File: config.mk
export PLATFORM = sky130hd
export DESIGN_NAME = sprite_blitter_flat
export DESIGN_NICKNAME = d
export VERILOG_FILES = /design/src/rtl/sprite_blitter_if.sv /design/src/rtl/sprite_blitter.sv /design/src/flat_wrapper.sv
export SDC_FILE = /design/constraint.sdc
export NUM_CORES = 1
export LEC_CHECK = 0
export ABC_AREA = 1
export CAP_MARGIN = 30
export CORE_MARGIN = 3
export CORE_UTILIZATION = 50
export CTS_CLUSTER_DIAMETER = 40
export CTS_CLUSTER_SIZE = 16
export DETAILED_ROUTE_END_ITERATION = 8
export GPL_ROUTABILITY_DRIVEN = 0
export PLACE_DENSITY_LB_ADDON = 0.15
export SLEW_MARGIN = 20
export SYNTH_ARGS = -nofsm -noshare
export SYNTH_HDL_FRONTEND = slang
export SYNTH_SLANG_ARGS = --single-unit
File: constraint.sdc
create_clock -name clk -period 6.1 [get_ports clk]
set_input_delay 1.22 -clock clk [delete_from_list [all_inputs] [get_ports clk]]
set_output_delay 1.22 -clock clk [all_outputs]
set_load 0.05 [all_outputs]
File: src/rtl/sprite_blitter_if.sv
// Blit request, ROM row fetch and VGA pixel port shared by the game controller and sprite_blitter.
// The controller side (master) also owns the symbol ROM, so it drives rom_row.
interface sprite_blitter_if #(
  parameter int SPR_W   = 16,
  parameter int SPR_H   = 16,
  parameter int NUM_SYM = 4,
  parameter int X_W     = 8,
  parameter int Y_W     = 7,
  parameter int COL_W   = 3
);
  localparam int SW = $clog2(NUM_SYM);
  localparam int AW = $clog2(NUM_SYM * SPR_H);

  logic             start;
  logic [SW-1:0]    sym_sel;
  logic [1:0]       mode;
  logic [X_W-1:0]   x;
  logic [Y_W-1:0]   y;
  logic [COL_W-1:0] fg_colour;
  logic [COL_W-1:0] bg_colour;
  logic [AW-1:0]    rom_addr;
  logic [SPR_W-1:0] rom_row;
  logic             busy;
  logic             done;
  logic             plot;
  logic [X_W-1:0]   xout;
  logic [Y_W-1:0]   yout;
  logic [COL_W-1:0] colour;

  modport master (
    output start, sym_sel, mode, x, y, fg_colour, bg_colour, rom_row,
    input  rom_addr, busy, done, plot, xout, yout, colour
  );

  modport slave (
    input  start, sym_sel, mode, x, y, fg_colour, bg_colour, rom_row,
    output rom_addr, busy, done, plot, xout, yout, colour
  );
endinterface

File: src/rtl/sprite_blitter.sv
// Draws one SPR_W x SPR_H symbol from an external synchronous ROM, one pixel per cycle,
// with transparent/opaque/erase modes and clipping at the right and bottom screen edges.
module sprite_blitter #(
  parameter int SPR_W    = 16,
  parameter int SPR_H    = 16,
  parameter int NUM_SYM  = 4,
  parameter int X_W      = 8,
  parameter int Y_W      = 7,
  parameter int SCREEN_W = 160,
  parameter int SCREEN_H = 120,
  parameter int COL_W    = 3
) (
  input logic             clk,
  input logic             reset,
  sprite_blitter_if.slave bus
);
  localparam int SW = $clog2(NUM_SYM);
  localparam int AW = $clog2(NUM_SYM * SPR_H);
  localparam int RW = $clog2(SPR_H);
  localparam int CW = $clog2(SPR_W);

  localparam logic [SW:0]    NUM_SYM_L = (SW + 1)'(NUM_SYM);
  localparam logic [AW-1:0]  SPR_H_A   = AW'(SPR_H);
  localparam logic [RW-1:0]  LAST_ROW  = RW'(SPR_H - 1);
  localparam logic [CW-1:0]  LAST_COL  = CW'(SPR_W - 1);
  localparam logic [X_W:0]   SCR_W_L   = (X_W + 1)'(SCREEN_W);
  localparam logic [Y_W:0]   SCR_H_L   = (Y_W + 1)'(SCREEN_H);

  typedef enum logic [2:0] {S_IDLE, S_FETCH, S_WAIT, S_SCAN, S_DONE} state_t;

  state_t           r_state;
  state_t           w_next;
  logic             w_load;

  logic [SW-1:0]    r_sym;
  logic [1:0]       r_mode;
  logic [X_W-1:0]   r_x;
  logic [Y_W-1:0]   r_y;
  logic [COL_W-1:0] r_fg;
  logic [COL_W-1:0] r_bg;
  logic [RW-1:0]    r_row;
  logic [CW-1:0]    r_col;
  logic [SPR_W-1:0] r_shift;

  logic [AW-1:0]    r_rom_addr;
  logic             r_busy;
  logic             r_done;
  logic             r_plot;
  logic [X_W-1:0]   r_xout;
  logic [Y_W-1:0]   r_yout;
  logic [COL_W-1:0] r_colour;

  logic [SW-1:0]    w_sym_in;
  logic [RW-1:0]    w_fetch_row;
  logic [AW-1:0]    w_rom_addr;
  logic [CW-1:0]    w_pix_col;
  logic             w_pix_bit;
  logic [X_W:0]     w_x_sum;
  logic [Y_W:0]     w_y_sum;
  logic             w_clip;
  logic             w_pix_plot;
  logic [COL_W-1:0] w_pix_colour;

  always_ff @(posedge clk or posedge reset) begin
    // NOTE: state registers use non-blocking assignments so every flop samples pre-edge values.
    if (reset) r_state <= S_IDLE;
    else       r_state <= w_next;
  end

  always_comb begin
    // NOTE: every output of this block gets a default first, so no path can infer a latch.
    w_next = r_state;
    w_load = 1'b0;
    case (r_state)
      S_IDLE: begin
        if (bus.start) begin
          w_next = S_FETCH;
          w_load = 1'b1;
        end
      end
      S_FETCH: w_next = S_WAIT;
      S_WAIT:  w_next = S_SCAN;
      S_SCAN: begin
        if (r_col == LAST_COL) w_next = (r_row == LAST_ROW) ? S_DONE : S_FETCH;
      end
      S_DONE:  w_next = S_IDLE;
      default: w_next = S_IDLE;
    endcase
  end

  // Out-of-range symbol indices fall back to symbol 0.
  assign w_sym_in    = ({1'b0, bus.sym_sel} < NUM_SYM_L) ? bus.sym_sel : '0;
  assign w_fetch_row = (r_state == S_IDLE) ? '0 : r_row + RW'(1);
  assign w_rom_addr  = ((r_state == S_IDLE) ? AW'(w_sym_in) : AW'(r_sym)) * SPR_H_A
                       + AW'(w_fetch_row);

  // Pixel registered on the edge that enters its SCAN cycle, so plot only ever shows in SCAN.
  assign w_pix_col = (r_state == S_WAIT) ? '0 : r_col + CW'(1);
  assign w_pix_bit = (r_state == S_WAIT) ? bus.rom_row[SPR_W-1] : r_shift[SPR_W-1];
  assign w_x_sum   = (X_W + 1)'(r_x) + (X_W + 1)'(w_pix_col);
  assign w_y_sum   = (Y_W + 1)'(r_y) + (Y_W + 1)'(r_row);
  assign w_clip    = (w_x_sum >= SCR_W_L) || (w_y_sum >= SCR_H_L);

  always_comb begin
    w_pix_plot   = w_pix_bit;
    w_pix_colour = r_bg;
    case (r_mode)
      2'b00:   w_pix_colour = r_fg;
      2'b01: begin
        w_pix_plot   = 1'b1;
        w_pix_colour = w_pix_bit ? r_fg : r_bg;
      end
      default: w_pix_colour = r_bg;
    endcase
    if (w_clip) w_pix_plot = 1'b0;
  end

  always_ff @(posedge clk or posedge reset) begin
    if (reset) begin
      r_sym      <= '0;
      r_mode     <= '0;
      r_x        <= '0;
      r_y        <= '0;
      r_fg       <= '0;
      r_bg       <= '0;
      r_row      <= '0;
      r_col      <= '0;
      r_shift    <= '0;
      r_rom_addr <= '0;
      r_busy     <= 1'b0;
      r_done     <= 1'b0;
      r_plot     <= 1'b0;
      r_xout     <= '0;
      r_yout     <= '0;
      r_colour   <= '0;
    end else begin
      if (w_load) begin
        r_sym  <= w_sym_in;
        r_mode <= bus.mode;
        r_x    <= bus.x;
        r_y    <= bus.y;
        r_fg   <= bus.fg_colour;
        r_bg   <= bus.bg_colour;
        r_row  <= '0;
        r_col  <= '0;
      end

      if (w_next == S_FETCH) r_rom_addr <= w_rom_addr;

      if (r_state == S_WAIT) begin
        r_shift <= bus.rom_row << 1;
        r_col   <= '0;
      end else if (r_state == S_SCAN) begin
        r_shift <= r_shift << 1;
        if (r_col == LAST_COL) begin
          r_col <= '0;
          if (r_row != LAST_ROW) r_row <= r_row + RW'(1);
        end else begin
          r_col <= r_col + CW'(1);
        end
      end

      r_busy <= (w_next == S_FETCH) || (w_next == S_WAIT) || (w_next == S_SCAN);
      r_done <= (w_next == S_DONE);

      if (w_next == S_SCAN) begin
        r_plot   <= w_pix_plot;
        r_xout   <= w_x_sum[X_W-1:0];
        r_yout   <= w_y_sum[Y_W-1:0];
        r_colour <= w_pix_colour;
      end else begin
        r_plot   <= 1'b0;
      end
    end
  end

  assign bus.rom_addr = r_rom_addr;
  assign bus.busy     = r_busy;
  assign bus.done     = r_done;
  assign bus.plot     = r_plot;
  assign bus.xout     = r_xout;
  assign bus.yout     = r_yout;
  assign bus.colour   = r_colour;
endmodule

File: src/flat_wrapper.sv
// flat-port wrapper written by rule: the top's interface ports become plain ports
module sprite_blitter_flat 
#(
  parameter int SPR_W    = 16,
  parameter int SPR_H    = 16,
  parameter int NUM_SYM  = 4,
  parameter int X_W      = 8,
  parameter int Y_W      = 7,
  parameter int SCREEN_W = 160,
  parameter int SCREEN_H = 120,
  parameter int COL_W    = 3
)
  (clk, reset, bus_start, bus_sym_sel, bus_mode, bus_x, bus_y, bus_fg_colour, bus_bg_colour, bus_rom_row, bus_rom_addr, bus_busy, bus_done, bus_plot, bus_xout, bus_yout, bus_colour);
  sprite_blitter_if #(.SPR_W(SPR_W), .SPR_H(SPR_H), .NUM_SYM(NUM_SYM), .X_W(X_W), .Y_W(Y_W), .COL_W(COL_W)) bus_i ();
  input logic clk;
  input logic reset;
  input wire logic [$bits(bus_i.start)-1:0] bus_start;
  input wire logic [$bits(bus_i.sym_sel)-1:0] bus_sym_sel;
  input wire logic [$bits(bus_i.mode)-1:0] bus_mode;
  input wire logic [$bits(bus_i.x)-1:0] bus_x;
  input wire logic [$bits(bus_i.y)-1:0] bus_y;
  input wire logic [$bits(bus_i.fg_colour)-1:0] bus_fg_colour;
  input wire logic [$bits(bus_i.bg_colour)-1:0] bus_bg_colour;
  input wire logic [$bits(bus_i.rom_row)-1:0] bus_rom_row;
  output wire logic [$bits(bus_i.rom_addr)-1:0] bus_rom_addr;
  output wire logic [$bits(bus_i.busy)-1:0] bus_busy;
  output wire logic [$bits(bus_i.done)-1:0] bus_done;
  output wire logic [$bits(bus_i.plot)-1:0] bus_plot;
  output wire logic [$bits(bus_i.xout)-1:0] bus_xout;
  output wire logic [$bits(bus_i.yout)-1:0] bus_yout;
  output wire logic [$bits(bus_i.colour)-1:0] bus_colour;
  assign bus_i.start = bus_start;
  assign bus_i.sym_sel = bus_sym_sel;
  assign bus_i.mode = bus_mode;
  assign bus_i.x = bus_x;
  assign bus_i.y = bus_y;
  assign bus_i.fg_colour = bus_fg_colour;
  assign bus_i.bg_colour = bus_bg_colour;
  assign bus_i.rom_row = bus_rom_row;
  assign bus_rom_addr = bus_i.rom_addr;
  assign bus_busy = bus_i.busy;
  assign bus_done = bus_i.done;
  assign bus_plot = bus_i.plot;
  assign bus_xout = bus_i.xout;
  assign bus_yout = bus_i.yout;
  assign bus_colour = bus_i.colour;
  sprite_blitter #(.SPR_W(SPR_W), .SPR_H(SPR_H), .NUM_SYM(NUM_SYM), .X_W(X_W), .Y_W(Y_W), .SCREEN_W(SCREEN_W), .SCREEN_H(SCREEN_H), .COL_W(COL_W)) u_core (.clk(clk), .reset(reset), .bus(bus_i));
endmodule
# Word level (Yosys, flattened, before mapping)
# Cells that the tools add are included.
# word_totals
inputBits	44
word_cells	68
regBits	79
# op_classes
magnitude_cmp	2
n_addsub	5
n_reduce_logical	7
eq_ne	11
n_mux	26
# op_table
op	n
4-bit 2-to-1 mux	11
16-bit 2-to-1 mux	2
3-bit by 2-bit equality test with 1-bit output (second input constant)	4
3-bit 2-to-1 mux	4
3-bit one-hot mux with 4 select lines	1
8-bit by 4-bit adder with 9-bit output	1
9-bit by 8-bit >= comparator with 1-bit output (second input constant)	1
4-bit by 1-bit adder with 4-bit output (second input constant)	2
7-bit by 4-bit adder with 8-bit output	1
4-bit equality test (second input constant)	2
8-bit by 7-bit >= comparator with 1-bit output (second input constant)	1
6-bit by 4-bit adder with 6-bit output	1
3-bit by 1-bit equality test with 1-bit output (second input constant)	2
1-bit 2-to-1 mux	6
3-bit one-hot mux with 2 select lines	1
4-bit != test (second input constant)	1
3-bit equality test (second input constant)	1
3-bit zero test	1
1-bit logical OR	3
3-bit nonzero test	1
2-bit by 1-bit equality test with 1-bit output (second input constant)	1
2-bit zero test	1
2-bit 2-to-1 mux	1
2-bit nonzero test	1

# Logic depth before layout (Yosys ltp)
# depth
ltp_word	7
ltp_mapped	17
ltp_nobuf	17

# Worst setup path after synthesis
# Ideal clock, no wire load.
# synth_timing
path_type	reg-to-reg
startpoint	register u_core.r_state[2]
endpoint	register u_core.r_xout[3] (netlist: u_core.bus.xout[3])
t_required_ns	5.982
t_arrival_ns	2.044
n_path_buf	1
slack_ns	3.938
stages_incl_launch_ff	13
synth_period_minus_slack_ns	2.162
setup_time_ns	0.118
cell_sequence	dfrtp_1 > inv_2 > nand2_2 > nor2_4 > buf_2 > nor2_1 > ha_1 > inv_1 > nand2_1 > and2_1 > or2_2 > nand3_1 > nand2_1
# synth_between
elab_chain_len	3
# synth_rtl
item	line	source
from (decl)	sprite_blitter.sv:31	state_t r_state;
from (signal assigned)	sprite_blitter.sv:67	else r_state <= w_next;
3-bit by 2-bit equality test with 1-bit output, or another cell as far along	sprite_blitter.sv:74, sprite_blitter.sv:98	
4-bit 2-to-1 mux or 3-bit one-hot mux with 4 select lines (tied branches)	sprite_blitter.sv:98, sprite_blitter.sv:74	
8-bit by 4-bit adder with 9-bit output or 3-bit by 2-bit equality test with 1-bit output (tied branches)	sprite_blitter.sv:100, sprite_blitter.sv:166	
to (signal assigned)	sprite_blitter.sv:168	r_xout <= w_x_sum[X_W-1:0];
to (decl)	sprite_blitter.sv:49	logic [X_W-1:0] r_xout;
# Parallel ways exist; a longest one is shown, timed or not.
# A chain may end at the register's enable or synchronous reset.

# Final worst setup path
# layout_timing
startpoint	register u_core.r_colour[2] (netlist: u_core.bus.colour[2])
endpoint	output bus_colour[2]
# layout_rtl
item	line	source
from (decl)	sprite_blitter.sv:51	logic [COL_W-1:0] r_colour;
from (signal assigned)	sprite_blitter.sv:170	r_colour <= w_pix_colour;
to (decl)	flat_wrapper.sv:31	output wire logic [$bits(bus_i.colour)-1:0] bus_colour;
# No word-level cell between the ends.

==> impl_metrics.env <==
export IMPL_hold_end="u_core.bus.xout[0]"
export IMPL_slew_headroom_pct=51.1
export IMPL_cp_data_required_time_ns=4.88
export IMPL_final_max_slew_viol_count=0
export IMPL_p_leak_nw=2.40
export IMPL_use_met2_pct=31.7
export IMPL_wirelength_mm=7.93
export IMPL_clk_path_buf_depth=2
export IMPL_post_dp_hpwl_mm=5.57
export IMPL_antennaDiodeCount=0
export IMPL_worst_path_largest_cell_delay_ns=0.82
export IMPL_yosysMostFrequentCell="nand2_1"
export IMPL_drt_initial_drc_count=165
export IMPL_yosysTopAreaCellShare_pct=50.1
export IMPL_dr_pass1_iters=4
export IMPL_crit_buf_inv=1
export IMPL_htreeDepth=3
export IMPL_worstSetupPathType="reg -> out"
export IMPL_endpoint_kind="output pin"
export IMPL_grt_ovfl_total=0
export IMPL_netlist_instances=424
export IMPL_swShare_pct=44.0
export IMPL_rsz0062_at_grt="no"
export IMPL_crit_family="buffers and inverters"
export IMPL_status="completed"
export IMPL_grt_antenna_before_repair=0
export IMPL_grt_use_met1_pct=25.9
export IMPL_drv_cap=0
export IMPL_worst_setup_path_start_kind="flip-flop"
export IMPL_via_per_inst=5.00
export IMPL_worstHoldStart="u_core.bus.xout[0]"
export IMPL_nets=552
export IMPL_postCtsSetupBuffers=0
export IMPL_core_um2=7410
export IMPL_period_minus_slack_ns=2.77
export IMPL_synthArstFlopShare_pct=100
export IMPL_die_height_um=94.3
export IMPL_path_clk_slew_ns=0.08
export IMPL_yosys_area_top_type="dfrtp_1"
export IMPL_syn_cell_area_um2=3900
export IMPL_critical_path_peak_fanout=2
export IMPL_grt_busiest_layer="met2"
export IMPL_crit_arrival_ns=1.55
export IMPL_grt_pass1_wl_mm=13.6
export IMPL_finalSetupTns_ns=0
export IMPL_cts_tree="built"
export IMPL_ys_seq_area_share_pct=50.1
export IMPL_p_int_w=0.00157
export IMPL_hold_viol_final=0
export IMPL_power_total_w=0.00280
export IMPL_synth_top_cells_by_area="dfrtp_1 (50%), nand2_1 (11%), inv_1 (5.0%)"
export IMPL_drc=0
export IMPL_grt_usage_pct=19.7
export IMPL_min_path_type="reg -> reg"
export IMPL_timing_rr_end="u_core.bus.plot"
export IMPL_avgSynthCellArea_um2=9.19
export IMPL_fp_dieW_um=94.3
export IMPL_drive_gt1_share_pct=12.8
export IMPL_min_period_over_period_pct=45.5
export IMPL_place_port_buffers=70
export IMPL_cts_sinks=78
export IMPL_seqPwrFrac_pct=32.1
export IMPL_r2r_start="u_core.r_state[2]"
export IMPL_synth_commonest_cells="nand2_1 (112), dfrtp_1 (78), inv_1 (52)"
export IMPL_start_util_pct=52.6
export IMPL_io_pins=71
export IMPL_synth_edff_count=0
export IMPL_regToRegSetupSlack_ns=3.68
export IMPL_worstHoldPathCells=2
export IMPL_ff2ff_path_depth=14
export IMPL_max_freq_mhz=360
export IMPL_ys_warn_count=0
export IMPL_grtUsageMet3_pct=4.89
export IMPL_root_buffer="clkbuf_8"
export IMPL_clock_latency_ns=0.35
export IMPL_setup_violations_final=0
export IMPL_cts_buffers=9
export IMPL_cp_cell_sequence="clkdlybuf4s50_1"
export IMPL_num_rows=31
export IMPL_p_switching_w=0.00123
export IMPL_syn2layout_area_growth_pct=25.8
export IMPL_powerDensity_nw_per_um2=572
export IMPL_die_area_um2=8890
export IMPL_tightest_slew_ns=0.732
export IMPL_power_frac_clock_pct=16.4
export IMPL_vias=2993
export IMPL_synth_fp_nets=480
export IMPL_grt_pass1_vias=2958
export IMPL_drtAntennaViolNets=0
export IMPL_combPwrFrac_pct=51.5
export IMPL_finClkSkew_ns=0.0129
export IMPL_synth_cell_types=38
export IMPL_ir_drop_uv=395
export IMPL_grt_max_degree=44
export IMPL_cts_resized=0
export IMPL_ys_flop_type="dfrtp_1"
export IMPL_cts_hold_buffers=0
export IMPL_slowest_stage="clkdlybuf4s50_1"
export IMPL_wl_per_cell_um=13.2
export IMPL_synth_seq_cells=78
[logic make-up (layout without fill, tap and decap cells)]
family / after synthesis / count (layout) / share of synthesized area [%]
xor gates and xnor gates: 7 / 7 / 1.57
muxes: 13 / 13 / 4.82
adders and majority gates: 12 / 12 / 4.24
AOI/OAI and AO/OA: 50 / 50 / 9.02
and+or+nand+nor: 195 / 195 / 22.5
buffers and inverters: 69 / 145 / 7.77
DFF: 78 / 78 / 50.1
[through the flow]
step           hold WS, ns  area, um^2  cells  setup slack [ns]  util (%)
5_1_grt              0.496        4900    599              3.25      66.1
3_3_place_gp         0.455        4640    583              3.12      62.7
4_1_cts              0.477        4880    598              3.30      65.9
6_report             0.469        4900    599              3.33      66.1
2_1_floorplan        0.452        3900    424              2.88         -
3_5_place_dp         0.458        4640    583              3.08      62.7
[worst max-delay path by stage]
stage                         start               to  cells after the start
5_1_grt        u_core.bus.colour[2]    bus_colour[2]                      1
3_5_place_dp              bus_start  u_core.bus.busy                      5
6_report       u_core.bus.colour[2]    bus_colour[2]                      1
2_1_floorplan                 reset  u_core.bus.busy                      1
4_1_cts        u_core.bus.colour[2]    bus_colour[2]                      1
3_3_place_gp              bus_start  u_core.bus.busy                      5
[final cells by class]
type,count,area (um^2)
Clock inverter,4,95.1
Clock buffer,11,141
Tap cell,99,124
Fill cell,630,2510
Multi-Input combinational cell,277,1640
Sequential cell,78,1950
Timing Repair Buffer,72,728
Inverter,58,218
[sequential cells by signal, summed over array words and instances (netlist names), 3 cells and up]
signal / count
u_core.bus.rom_addr: 6
u_core.bus.yout: 7
u_core.r_y: 7
u_core.bus.colour: 3
u_core.r_fg: 3
u_core.r_shift: 15
u_core.r_bg: 3
u_core.bus.xout: 8
u_core.r_state: 3
u_core.r_x: 8
u_core.r_row: 4
u_core.r_col: 4
[layer usage]
metal,vias up,wire length [um]
li1,1517,-
met5,-,0
met1,1399,3610
met3,9,348
met2,68,3860
met4,0,105
[cell usage in the layout (no fill, tap or decap), drive strengths merged, types with 2 or more instances in the layout]
cell type	Yosys	layout
a21oi	12	12
o21ai	18	18
fa	2	2
xor2	5	5
mux2	13	13
nand4	2	2
clkbuf	2	11
nor2	31	31
inv	58	58
clkdlybuf4s50	0	70
or2	2	2
xnor2	2	2
nand3	31	31
a31oi	6	6
nor3	6	6
ha	10	10
o221ai	12	12
bufinv	0	3
nand2	121	121
dfrtp	78	78
buf	9	2
[power groups by stage]
| stage | clock (W) | sequential, W | combinational (W) |
|---|---|---|---|
| 2_1_floorplan | 0 | 0.00115 | 0.000859 |
| 3_3_place_gp | 0 | 0.000901 | 0.00142 |
| 3_5_place_dp | 0 | 0.000905 | 0.00145 |
| 4_1_cts | 0.000472 | 0.000899 | 0.00146 |
| 5_1_grt | 0.000499 | 0.000929 | 0.00159 |
| 6_report | 0.000461 | 0.000899 | 0.00144 |
Power figures use the tool's default switching activity.
